**config.mk**
```make
export PLATFORM = sky130hd
export DESIGN_NAME = aldff_load_scheduler
export DESIGN_NICKNAME = d
export VERILOG_FILES = /design/src/rtl/aldff_load_scheduler.sv
export SDC_FILE = /design/constraint.sdc
export NUM_CORES = 1
export LEC_CHECK = 0
export ABC_AREA = 1
export CAP_MARGIN = 10
export CORE_ASPECT_RATIO = 0.8
export CORE_MARGIN = 2
export CORE_UTILIZATION = 43
export DETAILED_ROUTE_END_ITERATION = 7
export HOLD_SLACK_MARGIN = 0.03
export PLACE_DENSITY_LB_ADDON = 0.12
export SLEW_MARGIN = 25
export SYNTH_ARGS = -nofsm -noshare
export SYNTH_HDL_FRONTEND = slang
export SYNTH_SLANG_ARGS = --single-unit
```
**constraint.sdc**
```tcl
create_clock -name C -period 1.5 [get_ports C]
set_input_delay 0.3 -clock C [delete_from_list [all_inputs] [get_ports C]]
set_output_delay 0.3 -clock C [all_outputs]
set_load 0.01 [all_outputs]
```
**src/rtl/aldff_load_scheduler.sv**
```systemverilog
// Round-robin scheduler that time-shares one async-load flip-flop bank between requesters.
// Each grant runs AD setup, L high for HOLD cycles, a GUARD window, then a one-cycle ack.
module aldff_load_scheduler #(
  parameter int NREQ  = 4,
  parameter int W     = 4,
  parameter int HOLD  = 2,
  parameter int GUARD = 1,
  localparam int ID_W = (NREQ > 1) ? $clog2(NREQ) : 1
) (
  input  logic              C,
  input  logic              R,
  input  logic [NREQ-1:0]   req,
  input  logic [NREQ*W-1:0] req_ad,
  input  logic              d_en,
  output logic [NREQ-1:0]   ack,
  output logic [ID_W-1:0]   grant_id,
  output logic              busy,
  output logic              ff_L,
  output logic [W-1:0]      ff_AD,
  output logic              ff_E
);

  localparam int CNT_W = $clog2(((HOLD > GUARD) ? HOLD : GUARD) + 1);
  localparam logic [CNT_W-1:0] HOLD_LAST  = CNT_W'(HOLD - 1);
  localparam logic [CNT_W-1:0] GUARD_LAST = (GUARD > 0) ? CNT_W'(GUARD - 1) : '0;

  typedef enum logic [1:0] {S_IDLE, S_LOAD, S_GUARD, S_ACK} state_t;

  state_t            state, state_nxt;
  logic [CNT_W-1:0]  cnt, cnt_nxt;
  logic [ID_W-1:0]   ptr, ptr_nxt;
  logic [ID_W-1:0]   grant_nxt;
  logic [W-1:0]      ad_nxt;
  logic              busy_nxt, l_nxt;
  logic [NREQ-1:0]   ack_nxt;
  logic [ID_W:0]     pick;
  logic              win_found;
  logic [ID_W-1:0]   win_idx;

  // First requester at or after p, wrapping; MSB flags that one was found.
  function automatic logic [ID_W:0] rr_pick(input logic [NREQ-1:0] r, input logic [ID_W-1:0] p);
    logic [ID_W:0] res;
    res = '0;
    for (int i = NREQ - 1; i >= 0; i--) begin
      int j;
      j = (int'(p) + i) % NREQ;
      if (r[j]) res = {1'b1, ID_W'(j)};
    end
    return res;
  endfunction

  assign pick      = rr_pick(req, ptr);
  assign win_found = pick[ID_W];
  assign win_idx   = pick[ID_W-1:0];

  // The bank may only capture D while no load is anywhere in flight.
  assign ff_E = d_en & R & (state == S_IDLE);

  always_comb begin
    state_nxt = state;
    cnt_nxt   = cnt;
    ptr_nxt   = ptr;
    grant_nxt = grant_id;
    ad_nxt    = ff_AD;
    busy_nxt  = busy;
    l_nxt     = ff_L;
    ack_nxt   = '0;
    case (state)
      S_IDLE: begin
        if (win_found) begin
          grant_nxt = win_idx;
          ad_nxt    = req_ad[int'(win_idx)*W +: W];
          busy_nxt  = 1'b1;
          l_nxt     = 1'b1;
          cnt_nxt   = '0;
          state_nxt = S_LOAD;
        end
      end
      S_LOAD: begin
        if (cnt == HOLD_LAST) begin
          l_nxt   = 1'b0;
          cnt_nxt = '0;
          if (GUARD == 0) begin
            state_nxt = S_ACK;
            ack_nxt   = NREQ'(1) << grant_id;
            busy_nxt  = 1'b0;
          end else begin
            state_nxt = S_GUARD;
          end
        end else begin
          cnt_nxt = cnt + CNT_W'(1);
        end
      end
      S_GUARD: begin
        if (cnt == GUARD_LAST) begin
          state_nxt = S_ACK;
          ack_nxt   = NREQ'(1) << grant_id;
          busy_nxt  = 1'b0;
          cnt_nxt   = '0;
        end else begin
          cnt_nxt = cnt + CNT_W'(1);
        end
      end
      S_ACK: begin
        state_nxt = S_IDLE;
        ptr_nxt   = ID_W'((int'(grant_id) + 1) % NREQ);
      end
      default: state_nxt = S_IDLE;
    endcase
  end

  always_ff @(posedge C or negedge R) begin
    if (!R) begin
      state    <= S_IDLE;
      cnt      <= '0;
      ptr      <= '0;
      grant_id <= '0;
      ff_AD    <= '0;
      busy     <= 1'b0;
      ff_L     <= 1'b0;
      ack      <= '0;
    end else begin
      state    <= state_nxt;
      cnt      <= cnt_nxt;
      ptr      <= ptr_nxt;
      grant_id <= grant_nxt;
      ff_AD    <= ad_nxt;
      busy     <= busy_nxt;
      ff_L     <= l_nxt;
      ack      <= ack_nxt;
    end
  end

endmodule

```
# Yosys cells after proc, flatten, opt, wreduce, memory -nomap -nowiden
# Index checks and enable logic that the tools add are counted.
[totals]
regBits = 18
in_bits = 23
out_inout_bits = 13
[classes]
addsub = 5
magnitude_cmp = 4
eq_ne = 7
n_shift = 2
muxes = 30
bitwise_logic = 5
reduce_logical = 13
[ops]
columns = ["operator", "n"]
rows = [
  ["16-bit by 5-bit indexed part select with 4-bit output", 1],
  ["3-bit by 4-bit < comparator with 1-bit output, second input constant", 3],
  ["2-bit 2-to-1 mux", 6],
  ["3-bit 2-to-1 mux", 4],
  ["1-bit 2-to-1 mux", 10],
  ["3-bit AND reduction", 3],
  ["1-bit binary-select mux with 2-bit select", 4],
  ["4-bit 2-to-1 mux", 2],
  ["2-bit one-hot mux with 4 select lines", 1],
  ["2-bit by 1-bit adder with 2-bit output, second input constant", 3],
  ["2-bit inequality test, second input constant", 3],
  ["2-bit one-hot mux with 3 select lines", 1],
  ["2-bit OR reduction", 3],
  ["2-bit adder, second input constant", 2],
  ["2-bit by 1-bit equality test with 1-bit output, second input constant", 2],
  ["2-bit equality test, second input constant", 2],
  ["2-bit zero test", 2],
  ["1-bit one-hot mux with 2 select lines", 2],
  ["2-bit AND reduction", 2],
  ["2-bit nonzero test", 2],
  ["1-bit by 2-bit << shifter with 4-bit output, first input constant", 1],
  ["1-bit bitwise AND, first input constant", 3],
  ["2-bit by 3-bit < comparator with 1-bit output, second input constant", 1],
  ["3-bit nonzero test", 1],
  ["1-bit bitwise AND", 2],
]

# Longest topological paths before layout
[depth]
ltp_word = 12
mapped_depth = 15
mapped_depth_nobuf = 14

# Least setup slack after synthesis
# OpenSTA, ideal clock, no wires.
[synth_path]
path_kind = "reg2reg"
start = "register ptr[0]"
end = "register ff_AD[1]"
setup_ns = 0.115
arrival_ns = 1.398
required_ns = 1.385
slack_ns = -0.013
stages_incl_launch_ff = 13
path_buffers = 1
synth_period_minus_slack_ns = 1.513
cell_sequence = "dfrtp_1 > buf_6 > inv_4 > nand2_2 > nand3_1 > nand3_1 > nor2_2 > nand2_2 > nand2_4 > inv_4 > or2_0 > nand2_1 > nor2_1"
[synth_via]
elab_chain_len = 9
word_cells_on_any_way = 20
classes_between = "3 x add/sub; 1 x shift; 15 x mux; 1 x reduce/logical"
[synth_rtl]
columns = ["element", "line_no", "source"]
rows = [
  ["start: declaration", "31", "logic [ID_W-1:0] ptr, ptr_nxt;"],
  ["start signal: assignment", "125", "ptr <= ptr_nxt;"],
  ["2-bit adder", "46", "j = (int'(p) + i) % NREQ;"],
  ["1-bit binary-select mux with 2-bit select", "47", "if (r[j]) res = {1'b1, ID_W'(j)};"],
  ["1-bit 2-to-1 mux (not written as such) (2 in series)", "47", ""],
  ["3-bit 2-to-1 mux (3 in series)", "47", ""],
  ["3-bit 2-to-1 mux (*)", "47", ""],
  ["16-bit by 5-bit indexed part select with 4-bit output / 2-bit AND reduction (equally long branches)", "--", ""],
  ["end signal: assignment", "127", "ff_AD <= ad_nxt;"],
  ["end: declaration", "19", "output logic [W-1:0] ff_AD,"],
]
# Mark *: on every way between the ends. The rest lies on a longest branch, timed or not. The select of a mux whose other input is x is not followed.
# A chain may end at the register's enable or synchronous reset.

# Final worst setup path
[layout_path]
start = "register ptr[0]"
end = "register ff_AD[0]"
# The elaborated chain is that of the path after synthesis.

==> results.py <==
metrics = {
    "status": {
        "status": "finished, violations left",
        "failed_checks": "negative setup slack",
    },
    "timing": {
        "slew_violations": 0,
        "finalHoldViolCount": 0,
        "slew_headroom_pct": 83.8,
        "fin_crit_sh_pct": 116,
        "rsz0062_at_grt": "true",
        "final.min_clock_period_ns": 1.75,
        "fmax_mhz": 573,
        "whs_ns": 0.421,
        "setup_viol": 12,
        "fin_ws_ns": -0.245,
        "worstMarginPinSlew_ns": 0.241,
        "fin_skew_ns": 0.00683,
    },
    "floorplan": {
        "fp.dieW_um": 65.5,
        "start_util_pct": 46.0,
        "die_h_um": 53.2,
        "row_count": 17,
        "core_sq_um": 2830,
        "die_area_sq_um": 3480,
        "io_pins": 36,
    },
    "synthesis": {
        "synth_area_sq_um": 1300,
        "syn-num-nets": 211,
        "yosysSeqAreaShare_pct": 34.6,
        "synth_area_per_cell_sq_um": 7.39,
        "ys_types": 22,
        "synth_cells": 176,
        "ys_seq_elements": 18,
        "ys.warnings.count": 0,
    },
    "drt": {
        "drc": 0,
        "drt_iter0_drc": 79,
        "drt-total-wl_mm": 3.98,
        "vias": 1421,
        "via_per_inst": 5.08,
        "firstDrtPassIters": 4,
        "ant_nets": 0,
        "wl_per_cell_um": 14.2,
    },
    "grt": {
        "grt_pass1_wl_mm": 5.63,
        "use_met2_pct": 38.3,
        "antenna_found_initial": 0,
        "grt_usage_pct": 21.7,
        "top_usage_layer": "met2",
        "grt_max_degree": 19,
        "grt_overflow": 0,
        "met1_usage_pct": 26.5,
        "use_met3_pct": 4.89,
        "grt_pass1_vias": 1272,
    },
    "final_layout": {
        "syn2layout_area_growth_pct": 64.5,
        "final_cell_area_sq_um": 2140,
        "fin_util_pct": 75.7,
        "drive_above_1_share_pct": 33.9,
        "num-fill-cells": 214,
        "mostFrequentLayoutCells": "35 x nand2_1, 30 x clkdlybuf4s50_1, 22 x buf_4",
        "diodes": 0,
        "final_common_cell": "nand2_1",
        "final_nets": 278,
    },
    "clocking": {
        "cts.sinks": 18,
        "insertion_delay_ns": 0.26,
        "cts_root_buffer": "clkbuf_8",
        "cts.path.max_buffers": 2,
        "holdBufCountCts": 0,
        "cts_buffers": 3,
        "cts_tree": "built",
        "path_clk_slew_ns": 0.07,
        "cts-htree-levels": 1,
    },
    "place": {
        "hpwl_mm": 2.53,
        "dpl-instance-area_sq_um": 1810,
        "gp_congestion": 0.798,
        "dp_slack_ns": -0.429,
        "portBuffers": 35,
    },
    "pwr": {
        "p_leak_nw": 1.08,
        "switching_share_pct": 47.8,
        "clockPowerShare_pct": 8.0,
        "power_frac_seq_pct": 17.1,
        "p_comb_share_pct": 74.9,
        "ir_drop_mv": 1.44,
        "p_int_mw": 2.64,
        "power_switching_mw": 2.42,
        "power_density_nw_per_um2": 2360,
    },
    "setup_path": {
        "criticalPathCategory": "reg -> reg",
        "path_max_fanout": 6,
        "critPathLaunchType": "register",
        "cp-end-kind": "register",
        "cp_data_arrival_time_ns": 1.88,
        "worstRegToRegCells": 10,
        "cp_data_required_time_ns": 1.64,
    },
    "hold_path": {
        "hp-class": "in -> async",
    },
    "flow_run": {
        "maxCapViolations": 0,
    },
}
-- metal layers --
metal | vias up | share of wire (%)
li1 | 692 | -
met1 | 664 | 41
met2 | 55 | 52
met3 | 10 | 5.2
met4 | 0 | 1.7
met5 | - | 0
-- stage by stage --
step | power [mW] | TNS (ns) | std cells
after floorplan | 2.62 | 0 | 176
after global placement | 3.55 | -4.00 | 263
after detailed placement | 3.64 | -4.58 | 263
after CTS | 4.46 | -1.43 | 274
after global routing | 5.46 | -2.95 | 280
final | 5.06 | -1.71 | 280
-- layout make-up --
class	count	area [sq um]	area share, %
flip-flops and latches	18	453	21.2
multi-input cells	130	906	42.3
clock buffers	4	55.1	2.57
well taps	38	47.5	2.22
inverters	30	120	5.61
repair buffers	60	559	26.1
-- flip-flops by register name (all words and copies together), names as in the netlist --
signal    cells
ack           4
ff_AD         4
cnt           2
grant_id      2
ptr           2
state         2
busy          1
ff_L          1
-- Yosys cell counts --
master	number	area share, %
nand3_1	26	10
nand3_4	1	1.3
dfrtp_1	18	35
nor2_2	1	0.48
nor2_1	12	3.5
o22ai_1	1	0.48
nand2_4	3	2.6
or2_2	1	0.48
xnor2_1	1	0.67
a21oi_1	2	0.77
inv_2	2	0.58
nand2_1	44	13
inv_4	2	0.96
inv_1	26	7.5
ha_1	12	12
o211ai_2	1	0.96
or2_0	1	0.48
buf_6	1	0.87
nand2_2	7	3.4
nand3_2	2	1.5
o21ai_1	3	1.2
o21ai_0	9	3.5
-- power groups by stage --
stage	Clock (mW)	Combinational (mW)	Sequential, mW
4_1_cts	0.413	3.17	0.871
2_1_floorplan	0	1.72	0.905
5_1_grt	0.433	4.14	0.885
3_5_place_dp	0	2.76	0.875
6_report	0.406	3.79	0.865
3_3_place_gp	0	2.68	0.864
-- final timing paths --
check / startpoint / to / slack, ns
max in group asynchronous: R / ptr[1] / 0.86
max: ptr[0] / ff_AD[0] / -0.25
min in group C: ff_AD[3] / ff_AD[3] / 0.49
min: R / ff_AD[2] / 0.42
min reg2reg: ff_AD[3] / ff_AD[3] / 0.49
max reg2reg: ptr[0] / ff_AD[0] / -0.25
-- cell families after synthesis --
logic type                 share of synthesized area (%)
buffers and inverters                               9.90
adders and majority gates                           11.5
and+or+nand+nor                                     36.4
xor gates and xnor gates                           0.673
AOI/OAI and AO/OA                                   6.83
DFF                                                 34.6
-- timing repair --
| action | in CTS | in global routing |
|---|---|---|
| gates cloned | 2 | 1 |
| buffers inserted | 5 | 5 |
| gates resized for setup | 27 | 28 |
| pin swaps | 9 | 16 |
| setup endpoints to repair | 15 | 15 |
-- critical path, stage by stage, from the launching register on --
cell and delay (ns):
dfrtp_2 0.48, buf_4 0.17, o21ai_4 0.16, nand2_2 0.11, nand3_4 0.11, buf_4 0.13
nand3_2 0.11, nand3_1 0.11, nand3_1 0.08, nand3_1 0.10, nand2_1 0.08
(Power assumes the default switching activity.)
